==> config.mk <==
export PLATFORM = sky130hd
export DESIGN_NAME = runway_pattern_decoder
export DESIGN_NICKNAME = d
export VERILOG_FILES = /design/src/rtl/runway_pkg.sv /design/src/rtl/runway_step_classify.sv /design/src/rtl/runway_pattern_decoder.sv
export SDC_FILE = /design/constraint.sdc
export NUM_CORES = 1
export LEC_CHECK = 0
export BUFFER_PORTS_ARGS = -buffer_cell sky130_fd_sc_hd__clkbuf_2
export CAP_MARGIN = 30
export CORE_MARGIN = 10
export CORE_UTILIZATION = 62
export DETAILED_ROUTE_END_ITERATION = 7
export PLACE_DENSITY = 0.89
export SYNTH_ARGS = -nofsm -noshare
export SYNTH_HDL_FRONTEND = slang
export SYNTH_SLANG_ARGS = --single-unit
export TNS_END_PERCENT = 10
==> constraint.sdc <==
create_clock -name clk -period 5.62 [get_ports clk]
set_input_delay 1.124 -clock clk [delete_from_list [all_inputs] [get_ports clk]]
set_output_delay 1.124 -clock clk [all_outputs]
set_load 0.02 [all_outputs]
==> src/rtl/runway_pkg.sv <==
// Shared types for the runway light decoder: wind codes, step classes, legal lamp patterns.
// Latency: none (types only). Backpressure: none.
package runway_pkg;

   typedef enum logic [1:0] {
      WIND_CALM  = 2'b00,
      WIND_LEFT  = 2'b01,
      WIND_RIGHT = 2'b10
   } wind_e;

   typedef enum logic [2:0] {
      STEP_CALM,
      STEP_LEFT,
      STEP_RIGHT,
      STEP_HOLD,
      STEP_ILLEGAL
   } step_e;

   typedef enum logic [1:0] {
      ST_IDLE,
      ST_TRACK,
      ST_LOCKED
   } state_e;

   localparam logic [2:0] PAT_001 = 3'b001;
   localparam logic [2:0] PAT_010 = 3'b010;
   localparam logic [2:0] PAT_100 = 3'b100;
   localparam logic [2:0] PAT_101 = 3'b101;

   function automatic wind_e step_to_wind(input step_e s);
      case (s)
         STEP_LEFT:  return WIND_LEFT;
         STEP_RIGHT: return WIND_RIGHT;
         default:    return WIND_CALM;
      endcase
   endfunction

endpackage

==> src/rtl/runway_step_classify.sv <==
// Classifies one lamp-pattern step (previous -> current) and flags illegal current patterns.
// Latency: combinational. Backpressure: none.
module runway_step_classify
   import runway_pkg::*;
(
   input  logic [2:0] prev_i,
   input  logic [2:0] cur_i,
   output step_e      step_o,
   output logic       illegal_pat_o
);

   always_comb begin
      illegal_pat_o = !(cur_i inside {PAT_001, PAT_010, PAT_100, PAT_101});
      step_o        = STEP_ILLEGAL;
      if (cur_i == prev_i) begin
         step_o = STEP_HOLD;
      end else begin
         case ({prev_i, cur_i})
            {PAT_101, PAT_010}, {PAT_010, PAT_101}:                     step_o = STEP_CALM;
            {PAT_001, PAT_010}, {PAT_010, PAT_100}, {PAT_100, PAT_001}: step_o = STEP_LEFT;
            {PAT_100, PAT_010}, {PAT_010, PAT_001}, {PAT_001, PAT_100}: step_o = STEP_RIGHT;
            default:                                                    step_o = STEP_ILLEGAL;
         endcase
      end
   end

endmodule

==> src/rtl/runway_pattern_decoder.sv <==
// Decodes wind direction from runway lamp sequences; RUNWAY_DEC_STATS_EN adds an 8-bit saturating err_count.
// Latency: 1 cycle from sampling edge to registered outputs. Backpressure: none, samples gated by sample_valid.
module runway_pattern_decoder
   import runway_pkg::*;
#(
   parameter int unsigned LOCK_COUNT = 3
) (
   input  logic       clk,
   input  logic       reset_n,
   input  logic [2:0] lights,
   input  logic       sample_valid,
   output logic [1:0] wind,
   output logic       locked,
   output logic       err,
   output logic       dir_change
`ifdef RUNWAY_DEC_STATS_EN
   ,
   output logic [7:0] err_count
`endif
);

   localparam logic [3:0] LOCK_N = 4'(LOCK_COUNT);

   state_e     state_q;
   logic [2:0] prev_q;
   step_e      cand_q, cand_d;
   logic [3:0] run_q, run_d;
   wind_e      wind_q;
   logic       locked_q, err_q, dir_change_q;
   step_e      step;
   logic       illegal_pat;
   logic       lock_hit;

   runway_step_classify u_classify (
      .prev_i        (prev_q),
      .cur_i         (lights),
      .step_o        (step),
      .illegal_pat_o (illegal_pat)
   );

   // A new class restarts the run at 1; a repeat of the candidate counts up and saturates.
   always_comb begin
      cand_d = cand_q;
      run_d  = run_q;
      if (step == cand_q) begin
         run_d = (run_q >= LOCK_N) ? LOCK_N : run_q + 4'd1;
      end else begin
         cand_d = step;
         run_d  = 4'd1;
      end
      lock_hit = (run_d == LOCK_N);
   end

   always_ff @(posedge clk or negedge reset_n) begin
      if (!reset_n) begin
         state_q      <= ST_IDLE;
         prev_q       <= 3'b000;
         cand_q       <= STEP_CALM;
         run_q        <= 4'd0;
         wind_q       <= WIND_CALM;
         locked_q     <= 1'b0;
         err_q        <= 1'b0;
         dir_change_q <= 1'b0;
      end else begin
         err_q        <= 1'b0;
         dir_change_q <= 1'b0;
         if (sample_valid) begin
            if (illegal_pat) begin
               err_q    <= 1'b1;
               locked_q <= 1'b0;
               wind_q   <= WIND_CALM;
               run_q    <= 4'd0;
               state_q  <= ST_IDLE;
            end else if (state_q == ST_IDLE) begin
               prev_q  <= lights;
               run_q   <= 4'd0;
               state_q <= ST_TRACK;
            end else begin
               case (step)
                  STEP_HOLD: ;
                  STEP_ILLEGAL: begin
                     err_q    <= 1'b1;
                     locked_q <= 1'b0;
                     wind_q   <= WIND_CALM;
                     prev_q   <= lights;
                     run_q    <= 4'd0;
                     state_q  <= ST_TRACK;
                  end
                  default: begin
                     prev_q <= lights;
                     cand_q <= cand_d;
                     run_q  <= run_d;
                     if (lock_hit) begin
                        if (state_q == ST_TRACK) begin
                           wind_q   <= step_to_wind(cand_d);
                           locked_q <= 1'b1;
                           state_q  <= ST_LOCKED;
                        end else if (step_to_wind(cand_d) != wind_q) begin
                           wind_q       <= step_to_wind(cand_d);
                           dir_change_q <= 1'b1;
                        end
                     end
                  end
               endcase
            end
         end
      end
   end

   assign wind       = wind_q;
   assign locked     = locked_q;
   assign err        = err_q;
   assign dir_change = dir_change_q;

`ifdef RUNWAY_DEC_STATS_EN
   logic [7:0] err_count_q;

   always_ff @(posedge clk or negedge reset_n) begin
      if (!reset_n) begin
         err_count_q <= 8'd0;
      end else if (err_q && err_count_q != 8'hFF) begin
         err_count_q <= err_count_q + 8'd1;
      end
   end

   assign err_count = err_count_q;
`endif

endmodule

==> results.md <==
- Unique masters post-synth: 47
- Vias in the first global route: 969
- Mapped Cells: 145
- Max_cap viols: 0
- Setup crit end: wind[1]
- Initial DRC count: 45
- Worst skew pair latency: 300 ps
- Clock root buffer: clkbuf_4
- Main synth FF type: dfrtp_1
- GRT Overall Usage: 12.42%
- Drt drc: 0
- FF+latch area: 425.4 um^2
- RR Startpoint: prev_q[0]
- Die W: 64.50 um
- Post-DP HPWL: 1949 um
- CP max FO: 18
- CP Class: in -> reg
- RR Endpoint: wind[1]
- Area taken by multi-input logic gates: 723.2 um^2
- Starting Density: 63.87%
- Initial antenna violation count: 0
- Clock buffer depth: 2
- TritonRoute pass-1 iters: 4
- Number of synthesized flops with an enable pin: 0
- Total Routed Length: 2647 um
- Most numerous cell in the Yosys netlist: dfrtp_1
- GP Congestion: 0.8326
- Status: complete, no violations
- Crit share post-route: 53.02%
- Reg2Reg Depth: 7
- Worst Path Required: 5810 ps
- Share of cells above drive strength 1: 14.67%
- # H-tree levels: 1
- Vert. Die Dim: 64.50 um
- Pwr Density: 268.7 mW/mm^2
- Worst Max-Slew Pin Slew: 594.5 ps
- Commonest cells in the netlist: 17 x dfrtp_1, 16 x nor2_1, 12 x nand2_1
- CTS clock-pin slew for the worst setup and hold paths: 110 ps
- Warnings, synthesis: 0
- # setup viols final: 0
- Mean cell area of the mapped netlist: 8.465 um^2
- Worst Path Arrival: 3170 ps
- Post-synth top area share: 34.66%
- Post-DRT Antenna Nets: 0
- Setup crit start: lights[1]
- Crit-path max cell delay: 580 ps
- # IOs: 11
- Net count, final: 158
- Via Count: 1090
- CP max stage cell: or4_1
- Slew Viols, Final: 0
- Endpoints failing hold: 0
- Leakage: 0.5973 nW
- R2R setup slack: 3090 ps
- GRT Residual Overflow: 0
- Die Footprint: 0.004160 mm^2
- Post-Syn Area: 0.001227 mm^2
- Area leader, netlist: dfrtp_1
- Final min period: 2980 ps
- Vias per cell: 6.158
- Layout area overhead: 5.097%
- RSZ-0062 raised after global routing: no
- Row cnt: 16
- Max VDD drop: 159.6 uV
- ANT cells: 0
- Fillers: 158
- Slew headroom: 60.30%
- Max Fclk: 0.3356 GHz
- Core area: 0.001922 mm^2
- Clk sink count: 17
- Skew final: 8.263 ps
- # hold bufs at CTS: 0
- Largest net degree at the start of global routing: 19
- Syn nets: 152
- Post-cts resize count: 0
- CTS buffer count: 3
- Ys async rst share: 100.0%
- Synth Register Bits: 17
- Drt wl/cell: 14.95 um
- First-pass GRT wire length: 4353 um
- Port Buf Inserts: 10
- CP Launch Type: primary input
- Crit end category: register
- Final core utilization: 67.12%
- Top post-synthesis cells by area: dfrtp_1 35%, xor2_1 5.0%, nor2_1 4.9%
- Crit-path cells: clkbuf_2 -> or4_1 -> a31o_1 -> and3_4 -> nor4_4 -> nand2_2 -> a221o_1
- CTS tree: built
- Sequential cell area fraction in the yosys report: 34.66%
- Final TNS setup: 0 ps
- Hold Crit Class: reg -> reg
- Postcts setup bufs: 0
## stage by stage
step / hold slack (ps) / setup slack, ps / cell area [um^2] / cells / power, W
global placement: 464.8 / 2432 / 1262 / 173 / 0.0002724
CTS: 503.6 / 2651 / 1290 / 177 / 0.0003467
floorplan: 444.2 / 2596 / 1227 / 145 / 0.0002524
finish: 495.6 / 2640 / 1290 / 177 / 0.0003467
global route: 514.8 / 2457 / 1290 / 177 / 0.0003674
detailed placement: 475.1 / 2336 / 1262 / 173 / 0.0002800
## cell type report
class	count	share of cell area [%]
multi-input cells	111	56.06
flip-flops and latches	17	32.98
repair buffers	10	3.880
well taps	27	2.619
inverters	8	2.328
clock buffers	3	1.746
clock inverters	1	0.3880
## worst max-delay path: cells and delay by family
| family | cells | cell delay (ps) |
|---|---|---|
| AND/OR/NAND/NOR | 4 | 1260 |
| buffers and inverters | 1 | 220 |
| AO/OA/AOI/OAI | 2 | 560 |
## cells by family after synthesis
kind of cell	synth area share, %
buffers and inverters	6.422
adders and majority gates	1.019
DFF	34.66
AOI/OAI and AO/OA	22.22
xor gates and xnor gates	4.995
and+or+nand+nor	30.68
## registers in the layout, summed over array words and instances, names as in the netlist
signal	flops
run_q	4
cand_q	3
err	1
locked	1
prev_q	3
state_q	2
wind	2
dir_change	1
## report_power, final
part,total [W],switching [W],internal (W)
registers,0.000157,0.0000195,0.000138
clock network,0.0000669,0.0000404,0.0000265
logic,0.000123,0.0000749,0.0000477
total,0.000347,0.000135,0.000212
## layer usage
metal	wire length, um	track usage [%]	vias to the layer above	part of all wire (%)
li1	-	-	534	-
met1	1196	14.89	521	45
met2	1284	21.55	26	49
met3	93	1.546	9	3.5
met4	73	5.615	0	2.8
met5	0	0	-	0
## cells in the final DEF, fill, tap and decap left out, types with 2 or more instances in the layout
cell type   n
nand3_1     2
nor4bb_1    4
and3_1      2
nand2_1    12
a21o_1      4
o22ai_1     2
nand3b_1    3
xor2_1      7
nor2b_1     2
a211oi_1    2
clkbuf_4    3
a21oi_1     9
nand2b_1    2
o21ai_1     3
a31oi_1     4
dfrtp_1    17
or3_1       3
inv_1       8
clkbuf_2   10
o21ai_0     5
and4_1      2
and2_1      3
o211ai_1    2
nor2_1     16
## how the worst min path moves through the flow
stage / startpoint / to / slack, ps / depth (start not counted)
floorplan: run_q[3] / run_q[3] / 440 / 1
global placement: run_q[1] / run_q[1] / 460 / 2
detailed placement: cand_q[0] / cand_q[0] / 480 / 1
CTS: cand_q[0] / cand_q[0] / 500 / 1
global route: cand_q[1] / cand_q[1] / 510 / 1
finish: run_q[3] / run_q[3] / 500 / 1
No activity file was read; power rests on OpenSTA's default activity.
